==> config.mk <==
export PLATFORM = sky130hd
export DESIGN_NAME = arc4_prga
export DESIGN_NICKNAME = d
export VERILOG_FILES = /design/src/rtl/arc4_prga.sv
export SDC_FILE = /design/constraint.sdc
export NUM_CORES = 1
export LEC_CHECK = 0
export ABC_AREA = 1
export CAP_MARGIN = 30
export CORE_ASPECT_RATIO = 2
export CORE_MARGIN = 2
export CORE_UTILIZATION = 51
export DETAILED_ROUTE_END_ITERATION = 8
export PLACE_DENSITY = 0.8
export SYNTH_ARGS = -nofsm -noshare
export SYNTH_HDL_FRONTEND = slang
export SYNTH_SLANG_ARGS = --single-unit
==> constraint.sdc <==
create_clock -name clk -period 2.27 [get_ports clk]
set_input_delay 0.454 -clock clk [delete_from_list [all_inputs] [get_ports clk]]
set_output_delay 0.454 -clock clk [all_outputs]
set_load 0.03 [all_outputs]
==> src/rtl/arc4_prga.sv <==
// arc4_prga: ARC4 pseudo-random generation stage.
// Reads a scheduled S-array from a 256x8 synchronous RAM, walks i/j, swaps
// S entries and XORs each keystream byte with a length-prefixed ciphertext
// buffer, writing a plaintext buffer with the same layout.
// Build option: define ARC4_PRGA_LEN_COPY_EN to copy the length byte into pt[0].
module arc4_prga (
    input  logic        clk,
    input  logic        rst,
    input  logic        en,
    output logic        rdy,
    input  logic [23:0] key,
    output logic [7:0]  s_addr,
    input  logic [7:0]  s_rddata,
    output logic [7:0]  s_wrdata,
    output logic        s_wren,
    output logic [7:0]  ct_addr,
    input  logic [7:0]  ct_rddata,
    output logic [7:0]  pt_addr,
    output logic [7:0]  pt_wrdata,
    output logic        pt_wren
);

    typedef enum logic [3:0] {
        IDLE,
        RD_LEN,
        LD_LEN,
        RD_SI,
        LD_SI,
        RD_SJ,
        LD_SJ,
        WR_SI,
        WR_SJ,
        RD_PAD,
        LD_PAD,
        WR_PT
`ifdef ARC4_PRGA_LEN_COPY_EN
        , WR_LEN
`endif
    } state_t;

    state_t     state_q, state_d;
    logic [7:0] i_q, i_d;
    logic [7:0] j_q, j_d;
    logic [7:0] k_q, k_d;
    logic [7:0] len_q, len_d;
    logic [7:0] si_q, si_d;
    logic [7:0] sj_q, sj_d;
    logic [7:0] pad_q, pad_d;

    // The key port only exists so this stage drops into the same socket as
    // the key-scheduling stage; it carries no information here.
    logic key_unused;
    assign key_unused = ^key;

    // State and datapath registers; reset returns to IDLE with everything cleared.
    always_ff @(posedge clk) begin
        if (rst) begin
            state_q <= IDLE;
            i_q     <= 8'd0;
            j_q     <= 8'd0;
            k_q     <= 8'd0;
            len_q   <= 8'd0;
            si_q    <= 8'd0;
            sj_q    <= 8'd0;
            pad_q   <= 8'd0;
        end else begin
            state_q <= state_d;
            i_q     <= i_d;
            j_q     <= j_d;
            k_q     <= k_d;
            len_q   <= len_d;
            si_q    <= si_d;
            sj_q    <= sj_d;
            pad_q   <= pad_d;
        end
    end

    // Next-state logic and Moore-decoded memory strobes, one state per cycle.
    always_comb begin
        state_d   = state_q;
        i_d       = i_q;
        j_d       = j_q;
        k_d       = k_q;
        len_d     = len_q;
        si_d      = si_q;
        sj_d      = sj_q;
        pad_d     = pad_q;
        rdy       = 1'b0;
        s_addr    = 8'd0;
        s_wrdata  = 8'd0;
        s_wren    = 1'b0;
        ct_addr   = 8'd0;
        pt_addr   = 8'd0;
        pt_wrdata = 8'd0;
        pt_wren   = 1'b0;

        case (state_q)
            IDLE: begin
                rdy = 1'b1;
                if (en) begin
                    i_d     = 8'd0;
                    j_d     = 8'd0;
                    state_d = RD_LEN;
                end
            end
            RD_LEN: begin
                ct_addr = 8'd0;
                state_d = LD_LEN;
            end
            LD_LEN: begin
                len_d = ct_rddata;
`ifdef ARC4_PRGA_LEN_COPY_EN
                state_d = WR_LEN;
`else
                if (ct_rddata == 8'd0) begin
                    state_d = IDLE;
                end else begin
                    k_d     = 8'd1;
                    state_d = RD_SI;
                end
`endif
            end
`ifdef ARC4_PRGA_LEN_COPY_EN
            WR_LEN: begin
                pt_addr   = 8'd0;
                pt_wrdata = len_q;
                pt_wren   = 1'b1;
                if (len_q == 8'd0) begin
                    state_d = IDLE;
                end else begin
                    k_d     = 8'd1;
                    state_d = RD_SI;
                end
            end
`endif
            RD_SI: begin
                // Address uses the incremented i so the read lands next cycle.
                i_d     = i_q + 8'd1;
                s_addr  = i_q + 8'd1;
                state_d = LD_SI;
            end
            LD_SI: begin
                si_d    = s_rddata;
                j_d     = j_q + s_rddata;
                state_d = RD_SJ;
            end
            RD_SJ: begin
                s_addr  = j_q;
                state_d = LD_SJ;
            end
            LD_SJ: begin
                sj_d    = s_rddata;
                state_d = WR_SI;
            end
            WR_SI: begin
                s_addr   = i_q;
                s_wrdata = sj_q;
                s_wren   = 1'b1;
                state_d  = WR_SJ;
            end
            WR_SJ: begin
                // When i==j this rewrites the same cell with the same value.
                s_addr   = j_q;
                s_wrdata = si_q;
                s_wren   = 1'b1;
                ct_addr  = k_q;
                state_d  = RD_PAD;
            end
            RD_PAD: begin
                s_addr  = si_q + sj_q;
                ct_addr = k_q;
                state_d = LD_PAD;
            end
            LD_PAD: begin
                pad_d   = s_rddata;
                ct_addr = k_q;
                state_d = WR_PT;
            end
            WR_PT: begin
                ct_addr   = k_q;
                pt_addr   = k_q;
                pt_wrdata = pad_q ^ ct_rddata;
                pt_wren   = 1'b1;
                if (k_q == len_q) begin
                    state_d = IDLE;
                end else begin
                    k_d     = k_q + 8'd1;
                    state_d = RD_SI;
                end
            end
            default: begin
                state_d = IDLE;
            end
        endcase
    end

endmodule

* Word-level counts from Yosys, hierarchy flattened
Cells that the tools add are included.
** Cells by class
- Add/sub/neg operators :: 4
- Eq/ne operators :: 15
- Mux-type cells :: 18
- Bitwise operators :: 1
- Reductions and logical operators :: 11
** Operator list (count)
- one-hot mux 8 bit (2 select lines) :: 4
- two-way mux 8 bit :: 6
- one-hot mux 4 bit (12 select lines) :: 1
- one-hot mux 8 bit (4 select lines) :: 1
- adder 8 x 1 -> 8 bit (second input constant) :: 2
- adder 8 bit :: 2
- equality test 4 x 3 -> 1 bit (second input constant) :: 4
- equality test 4 bit (second input constant) :: 4
- equality test 4 x 2 -> 1 bit (second input constant) :: 2
- equality test 8 bit :: 1
- zero test 8 bit :: 1
- bitwise XOR 8 bit :: 1
- inequality test 2 bit (second input constant) :: 3
- nonzero test 2 bit :: 3
- equality test 4 x 1 -> 1 bit (second input constant) :: 1
- zero test 4 bit :: 1
- two-way mux 2 bit :: 2
- two-way mux 4 bit :: 1
- AND reduction 2 bit :: 2
- OR reduction 2 bit :: 2
- OR reduction 4 bit :: 1
- two-way mux 1 bit :: 3
- AND reduction 3 bit :: 1
** Word-level totals
- Register bits after elaboration :: 60
- Input port bits :: 43
- Output and inout port bits :: 43
- Logic and storage cells :: 57

* Depth between registers and ports, before layout
Gate-level depths: netlist (run 1).
- Word-level depth :: 3
- Gate-level depth with buffers :: 11
- Depth with buffers taken out :: 11

* Worst setup path before layout (run 1)
OpenSTA, ideal clock, no wires.
- Path type :: register to output
- Start :: reg si_q[0]
- End :: out s_addr[4]
- Arrival :: 1.636 ns
- Required time :: 1.816 ns
- Path slack :: 0.180 ns
- Stages on the path, launching flop included :: 10
- Path buffers :: 0
- Path through :: dfxtp_1 ha_1 fa_1 nand2_1 inv_1 o21ai_0 nand2_1 a21oi_1 o21ai_0 nand3_1
** On the way
- Cells in the longest elaborated chain, start to end :: 2
** RTL lines
- from (decl) :: line 46 : logic [7:0] si_q, si_d;
- from (signal assigned) :: line 72 : si_q <= si_d;
- adder 8 bit :: line 170 : s_addr = si_q + sj_q;
- one-hot mux 8 bit (4 select lines) :: line 97 : case (state_q)
- to (decl) :: line 12 : output logic [7:0] s_addr,
Every way passes these cells.

* Final worst setup path (run 1)
Same ends and word-level chain as after synthesis.

==> results.txt, run 1 <==
syn_nets = 615
Post-Synth Adder-Cell Area = 6.515%
# clock sinks = 60
nets = 702
max incr delay on CP = 360 ps
Initial DRT Pass Iterations = 4
PortBufs = 61
Detailed Place HPWL = 8098 um
hold_buf cts = 0
number of synthesized flops with an enable pin = 0
Worst-Margin Slew = 332.1 ps
vias in the first global route = 3909
die boundary height = 124.3 um
Routed Antenna Nets = 0
CTS tree = done
P per Cell Area = 730.1 nW/um2
share of cells above drive strength 1 = 21.98%
largest family of logic cells by synthesized area = simple AND/OR/NAND/NOR gates
CP top delay family = adder cells
Seq/Total Area, Yosys = 32.58%
Final Slew Violations = 0
Synth area leaders = dfxtp_1 (33%), nor2_1 (11%), nand2_1 (11%)
vias per cell = 5.492
DRC Markers = 0
Initial Utilization = 52.72%
Avg WL per Cell = 15.36 um
initial antenna violation count = 0
Setup WS post-layout = -178.0 ps
Final Cycle Share = 107.8%
worst path arrival time = 1990 ps
WS Path Type = reg -> out
Synth Area in Compound Gates = 16.80%
clock latency on the worst-skew pair = 340 ps
Max Freq = 408.5 MHz
mux share of post-synthesis cell area = 0%
relative slew slack = 77.78%
Tot Pwr = 3699 uW
crit path from = si_q[0]
DRT iter0 DRCs = 196
Synth area leader = dfxtp_1
clock-pin slew on the worst setup and hold paths = 50 ps
Max clock buf depth = 2
max_cap viols = 0
core area = 6994 um2
Post-synth ARST share = 0%
register bit total from synthesis = 60
Inserted Diodes = 0
Setup crit end kind = output port
std cell rows = 43
Post-Route Skew = 5.347 ps
VDD IR max = 0.0005883 V
worst-path cell chain = ha_4, fa_2, nand2_2, inv_2, o21ai_2, nand2_2, a21oi_4, o21ai_4, nand3_4, buf_12
Post-Synth XOR/XNOR Area = 4.751%
largest net degree at the start of global routing = 26
gpl congestion = 0.9656
status = finished, violations left
Root Buffer = clkbuf_16
total die area = 7968 um2
first-pass GRT wire length = 17740 um
Hold Crit Class = reg -> reg
DP Area = 4508 um2
critical path peak fanout = 3
Post-Synthesis Cells = 554
I/O pin count = 86
hold_sp = len_q[4]
Syn. warnings = 0
unrepaired setup endpoints after global routing = yes
CP max-delay cell = fa_2
CTS buffer count = 9
die width = 64.13 um
Synth top area share = 32.58%
Final min period = 2448 ps
Crit path top cell by count = nand2_2
Area Growth Syn to Fin = 37.39%
LEAKAGE = 0.002324 uW
Syn Area/Cell = 6.656 um2
crit path launch type = register
WL final = 11310 um
count leader, synth = nor2_1
post-route cell area = 5066 um2
# setup viols final = 5
Required @ worst endpoint = 1820 ps
commonest cells in the netlist = nor2_1 (106), nand2_1 (105), dfxtp_1 (60)
Final Hold Vio Count = 0
ys flop type = dfxtp_1
gr ovfl total = 0
post-synth cell types = 32
total number of vias = 4042
FF-to-FF Start = j_q[0]
simple logic cell fraction of the synthesized area = 31.93%
H-Tree Depth = 3
total global-route track usage = 28.80%
WP buf/inv = 2
Cell Area, Synth = 3687 um2
failing checks = setup timing
[cell families (layout without fill, tap and decap cells)]
group	count (synthesis)	after routing
simple gates	275	275
flops	60	60
xor+xnor	20	20
fa+ha+maj	18	18
buf+inv	70	162
compound gates	111	111
[stage by stage]
stage / utilization [%] / cells / TNS (ps) / setup WS, ps / hold slack (ps)
after floorplan: - / 554 / 0 / 179.9 / 443.9
after global placement: 64.45 / 718 / -29.75 / -29.75 / 455.2
after detailed placement: 64.45 / 718 / -45.90 / -45.90 / 460.5
after CTS: 70.84 / 734 / -473.9 / -216.2 / 469.0
after global routing: 72.43 / 736 / -924.0 / -237.8 / 481.5
final: 72.43 / 736 / -516.7 / -178.0 / 465.6
[placed cells by master, fill, tap and decap left out, drive strengths merged, types with 4 or more instances in the layout]
cell / synthesis / final
ha: 16 / 16
xnor2: 13 / 13
a21oi: 46 / 46
clkdlybuf4s50: 0 / 18
a22o: 8 / 8
nand2: 113 / 113
dlygate4sd2: 0 / 16
nor2: 113 / 113
inv: 57 / 57
clkbuf: 6 / 12
buf: 7 / 53
nand4: 9 / 9
nand3: 33 / 33
o21ai: 44 / 44
xor2: 7 / 7
dfxtp: 60 / 60
a22oi: 4 / 4
[cell type report]
| class | instances | area, um2 |
|---|---|---|
| inverter | 57 | 214.0 |
| sequential | 60 | 1214 |
| clock buffer | 12 | 266.5 |
| fill | 572 | 1928 |
| clock inverter | 4 | 22.52 |
| multi-input combinational | 424 | 2456 |
| tap | 90 | 112.6 |
| timing repair buffer | 89 | 780.7 |
[routing by layer]
metal	part of all wire (%)	vias to the layer above	GRT usage (%)
met3	4.9	48	4.968
met4	7.5	0	22.78
met5	0	-	0
met2	53	151	51.65
met1	34	1855	27.67
li1	-	1988	-
[power by group]
group          switching (uW)  internal, uW  leakage (uW)
sequential                126          1180      0.000490
combinational             697           391       0.00169
clock                     483           820      0.000144
[flip-flops by register name, indices dropped and copies added (netlist names)]
| register | count |
|---|---|
| i_q | 8 |
| state_q | 4 |
| j_q | 8 |
| pad_q | 8 |
| len_q | 8 |
| si_q | 8 |
| sj_q | 8 |
| k_q | 8 |
[worst register-to-register path, stage by stage (launching register included)]
cell      delay (ps)
dfxtp_1          320
ha_1             220
fa_1             450
nand2_1          120
a21oi_1           90
o21ai_0          160
nand3b_1         100
a21oi_1          130
[what timing repair did]
action,4_1_cts,5_1_grt
pin swaps,11,13
setup endpoints to repair,25,18
gates cloned,0,0
gates resized for setup,59,24
buffers inserted,1,2
[final timing paths]
check / to / slack [ps] / depth (start not counted)
setup / recovery: s_addr[4] / -180 / 10
hold / removal: len_q[4] / 470 / 2
setup reg to reg: j_q[4] / 610 / 7
hold reg to reg: len_q[4] / 470 / 2
No activity file was read; power rests on OpenSTA's default activity.
==> inputs of run 2 (changes only) <==
--- a/config.mk
+++ b/config.mk
@@ -6,12 +6,12 @@
 export NUM_CORES = 1
 export LEC_CHECK = 0
 export ABC_AREA = 1
-export CAP_MARGIN = 30
+export CAP_MARGIN = 0
 export CORE_ASPECT_RATIO = 2
 export CORE_MARGIN = 2
-export CORE_UTILIZATION = 51
+export CORE_UTILIZATION = 46
 export DETAILED_ROUTE_END_ITERATION = 8
-export PLACE_DENSITY = 0.8
+export PLACE_DENSITY = 0.76
 export SYNTH_ARGS = -nofsm -noshare
 export SYNTH_HDL_FRONTEND = slang
 export SYNTH_SLANG_ARGS = --single-unit
==> constraint.sdc (replaced) <==
create_clock -name clk -period 2 [get_ports clk]
set_input_delay 0.4 -clock clk [delete_from_list [all_inputs] [get_ports clk]]
set_output_delay 0.4 -clock clk [all_outputs]
set_load 0.03 [all_outputs]
==> run 2 against run 1 <==
Effect of this change:
- the flow still finishes with violations (setup timing)
- sequential cell count stayed put
- total power rose by 16%
- non-clock buffer count increased by 9
- largest power group is now the clock network
==> results.txt, run 2 (synthesized netlist as in run 1, its figures left out) <==
status = finished, violations left (unchanged)
failing checks = setup timing (unchanged)
nets = 711 (was 702)
WHS Endpoint = len_q[4] (unchanged)
Final Slew Violations = 0 (unchanged)
Setup WS post-layout = -425.3 ps (was -178.0 ps)
FF-to-FF Start = state_q[3] (was j_q[0])
Tot Pwr = 4293 uW (was 3699 uW)
R2R depth = 9 (was 7)
Final Hold Vio Count = 0 (unchanged)
Final min period = 2425 ps
VDD IR max = 0.0006206 V (was 0.0005883 V)
I/O pin count = 86 (unchanged)
# setup viols final = 10 (was 5)
vias per cell = 5.364 (was 5.492)
worst-path cell chain = ha_4, fa_2, nand2_1, inv_1, o21ai_1, nand2_1, a21oi_2, o21ai_2, nand3_2, buf_6 (was ha_4, fa_2, nand2_2, inv_2, o21ai_2, nand2_2, a21oi_4, o21ai_4, nand3_4, buf_12)
total global-route track usage = 26.07% (was 28.80%)
Routed Antenna Nets = 0 (unchanged)
Area Growth Syn to Fin = 38.14% (was 37.39%)
clock latency on the worst-skew pair = 340 ps (about the same)
core area = 7828 um2 (was 6994 um2)
Final Cycle Share = 121.3%
WL final = 10730 um (was 11310 um)
CTS tree = done (unchanged)
share of cells above drive strength 1 = 24.12% (was 21.98%)
Inserted Diodes = 0 (unchanged)
# clock sinks = 60 (unchanged)
first-pass GRT wire length = 17700 um (was 17740 um)
CTS buffer count = 9 (unchanged)
FILL cells = 716 (was 572)
most common cell after layout, fill and taps aside = nor2_1 (unchanged)
Avg WL per Cell = 14.29 um (was 15.36 um)
Max clock buf depth = 2 (unchanged)
Post-Route Skew = 3.586 ps (was 5.347 ps)
DRT iter0 DRCs = 240 (was 196)
Critical R2R Capture = k_q[1] (was j_q[4])
hold_sp = len_q[4] (unchanged)
die width = 67.31 um (was 64.13 um)
initial antenna violation count = 0 (unchanged)
clock-pin slew on the worst setup and hold paths = 50 ps (about the same)
DP Worst Slack = -216.5 ps (was -45.90 ps)
Hold Crit Class = reg -> reg (unchanged)
max incr delay on CP = 330 ps (was 360 ps)
gr ovfl total = 0 (unchanged)
Initial DRT Pass Iterations = 5 (was 4)
Required @ worst endpoint = 1600 ps (was 1820 ps)
H-Tree Depth = 3 (unchanged)
die boundary height = 130.6 um (was 124.3 um)
Initial Utilization = 47.11% (was 52.72%)
Max Freq = 412.3 MHz
critical path peak fanout = 2 (was 3)
most frequent cells in the layout = nor2_1 (104), nand2_1 (101), buf_4 (62) (was nor2_1 (103), nand2_1 (100), dfxtp_1 (50))
relative slew slack = 71.72% (was 77.78%)
gpl congestion = 0.8425 (was 0.9656)
Crit path top cell by count = nand2_1 (was nand2_2)
Post-Place Cells = 729 (was 718)
hold path depth = 2 (unchanged)
max_cap viols = 0 (unchanged)
DRC Markers = 0 (unchanged)
std cell rows = 46 (was 43)
fin cells = 751 (was 736)
P per Cell Area = 842.8 nW/um2 (was 730.1 nW/um2)
largest net degree at the start of global routing = 35 (was 26)
Worst-Margin Slew = 422.7 ps (was 332.1 ps)
Setup crit end kind = output port (unchanged)
PortBufs = 61 (unchanged)
WS Path Type = reg -> out (unchanged)
Root Buffer = clkbuf_16 (unchanged)
reg-to-reg slack, setup = 400 ps (was 610 ps)
unrepaired setup endpoints after global routing = yes (unchanged)
Detailed Place HPWL = 7404 um (was 8098 um)
hold_ws = 474.5 ps (was 465.6 ps)
CP max-delay cell = dfxtp_2 (was fa_2)
LEAKAGE = 0.002302 uW (was 0.002324 uW)
total number of vias = 4028 (was 4042)
vias in the first global route = 3731 (was 3909)
total die area = 8792 um2 (was 7968 um2)
crit path launch type = register (unchanged)
worst path arrival time = 2030 ps (was 1990 ps)
[run 2: stage by stage]
step | utilization (%) | instance area, um2 | setup TNS [ps]
floorplan | - | 3692 | 0
global placement | 57.62 | 4511 | -403.9
detailed placement | 57.62 | 4511 | -541.9
CTS | 64.11 | 5019 | -1486
global route | 65.07 | 5094 | -3744
finish | 65.07 | 5094 | -1739
[run 2: metal layers]
metal / vias to the layer above / GRT usage [%] / share of wire [%]
li1: 2012 / - / -
met1: 1877 / 34.32 / 42
met2: 118 / 41.88 / 51
met3: 21 / 4.709 / 5.1
met4: 0 / 10.08 / 2.2
met5: - / 0 / 0
[run 2: area by class of cell]
class	count	area, um2	area share, %
multi-input cells	424	2411	47.33
flip-flops and latches	60	1217	23.90
well taps	96	120.1	2.358
repair buffers	98	824.5	16.19
clock inverters	5	61.31	1.204
inverters	57	216.5	4.250
clock buffers	11	242.7	4.765
[run 2: power by group]
group / switching (uW) / internal (uW)
sequential: 138 / 1340
combinational: 778 / 465
clock: 570 / 999
total: 1490 / 2810
[run 2: critical path, delay by kind of cell (launching register included)]
family          cells  cell delay [ps]
compound gates      3              390
fa+ha+maj           2              490
buf+inv             2              190
flops               1              330
simple gates        3              280
[run 2: worst max path at each step]
stage	start	endpoint	slack, ps
finish	si_q[0]	s_addr[4]	-430
global route	si_q[0]	s_addr[4]	-540
CTS	sj_q[0]	s_addr[6]	-330
detailed placement	si_q[0]	s_addr[4]	-220
global placement	si_q[0]	s_addr[4]	-180
floorplan	si_q[2]	s_addr[5]	20
[run 2: repair_timing]
item                                    CTS  global route
buffers inserted                          5             3
endpoints found under the setup margin   43            40
endpoints found under the hold margin     0             0
pin swaps                                10            13
gates resized for setup                  58            24
hold buffers                              0             0
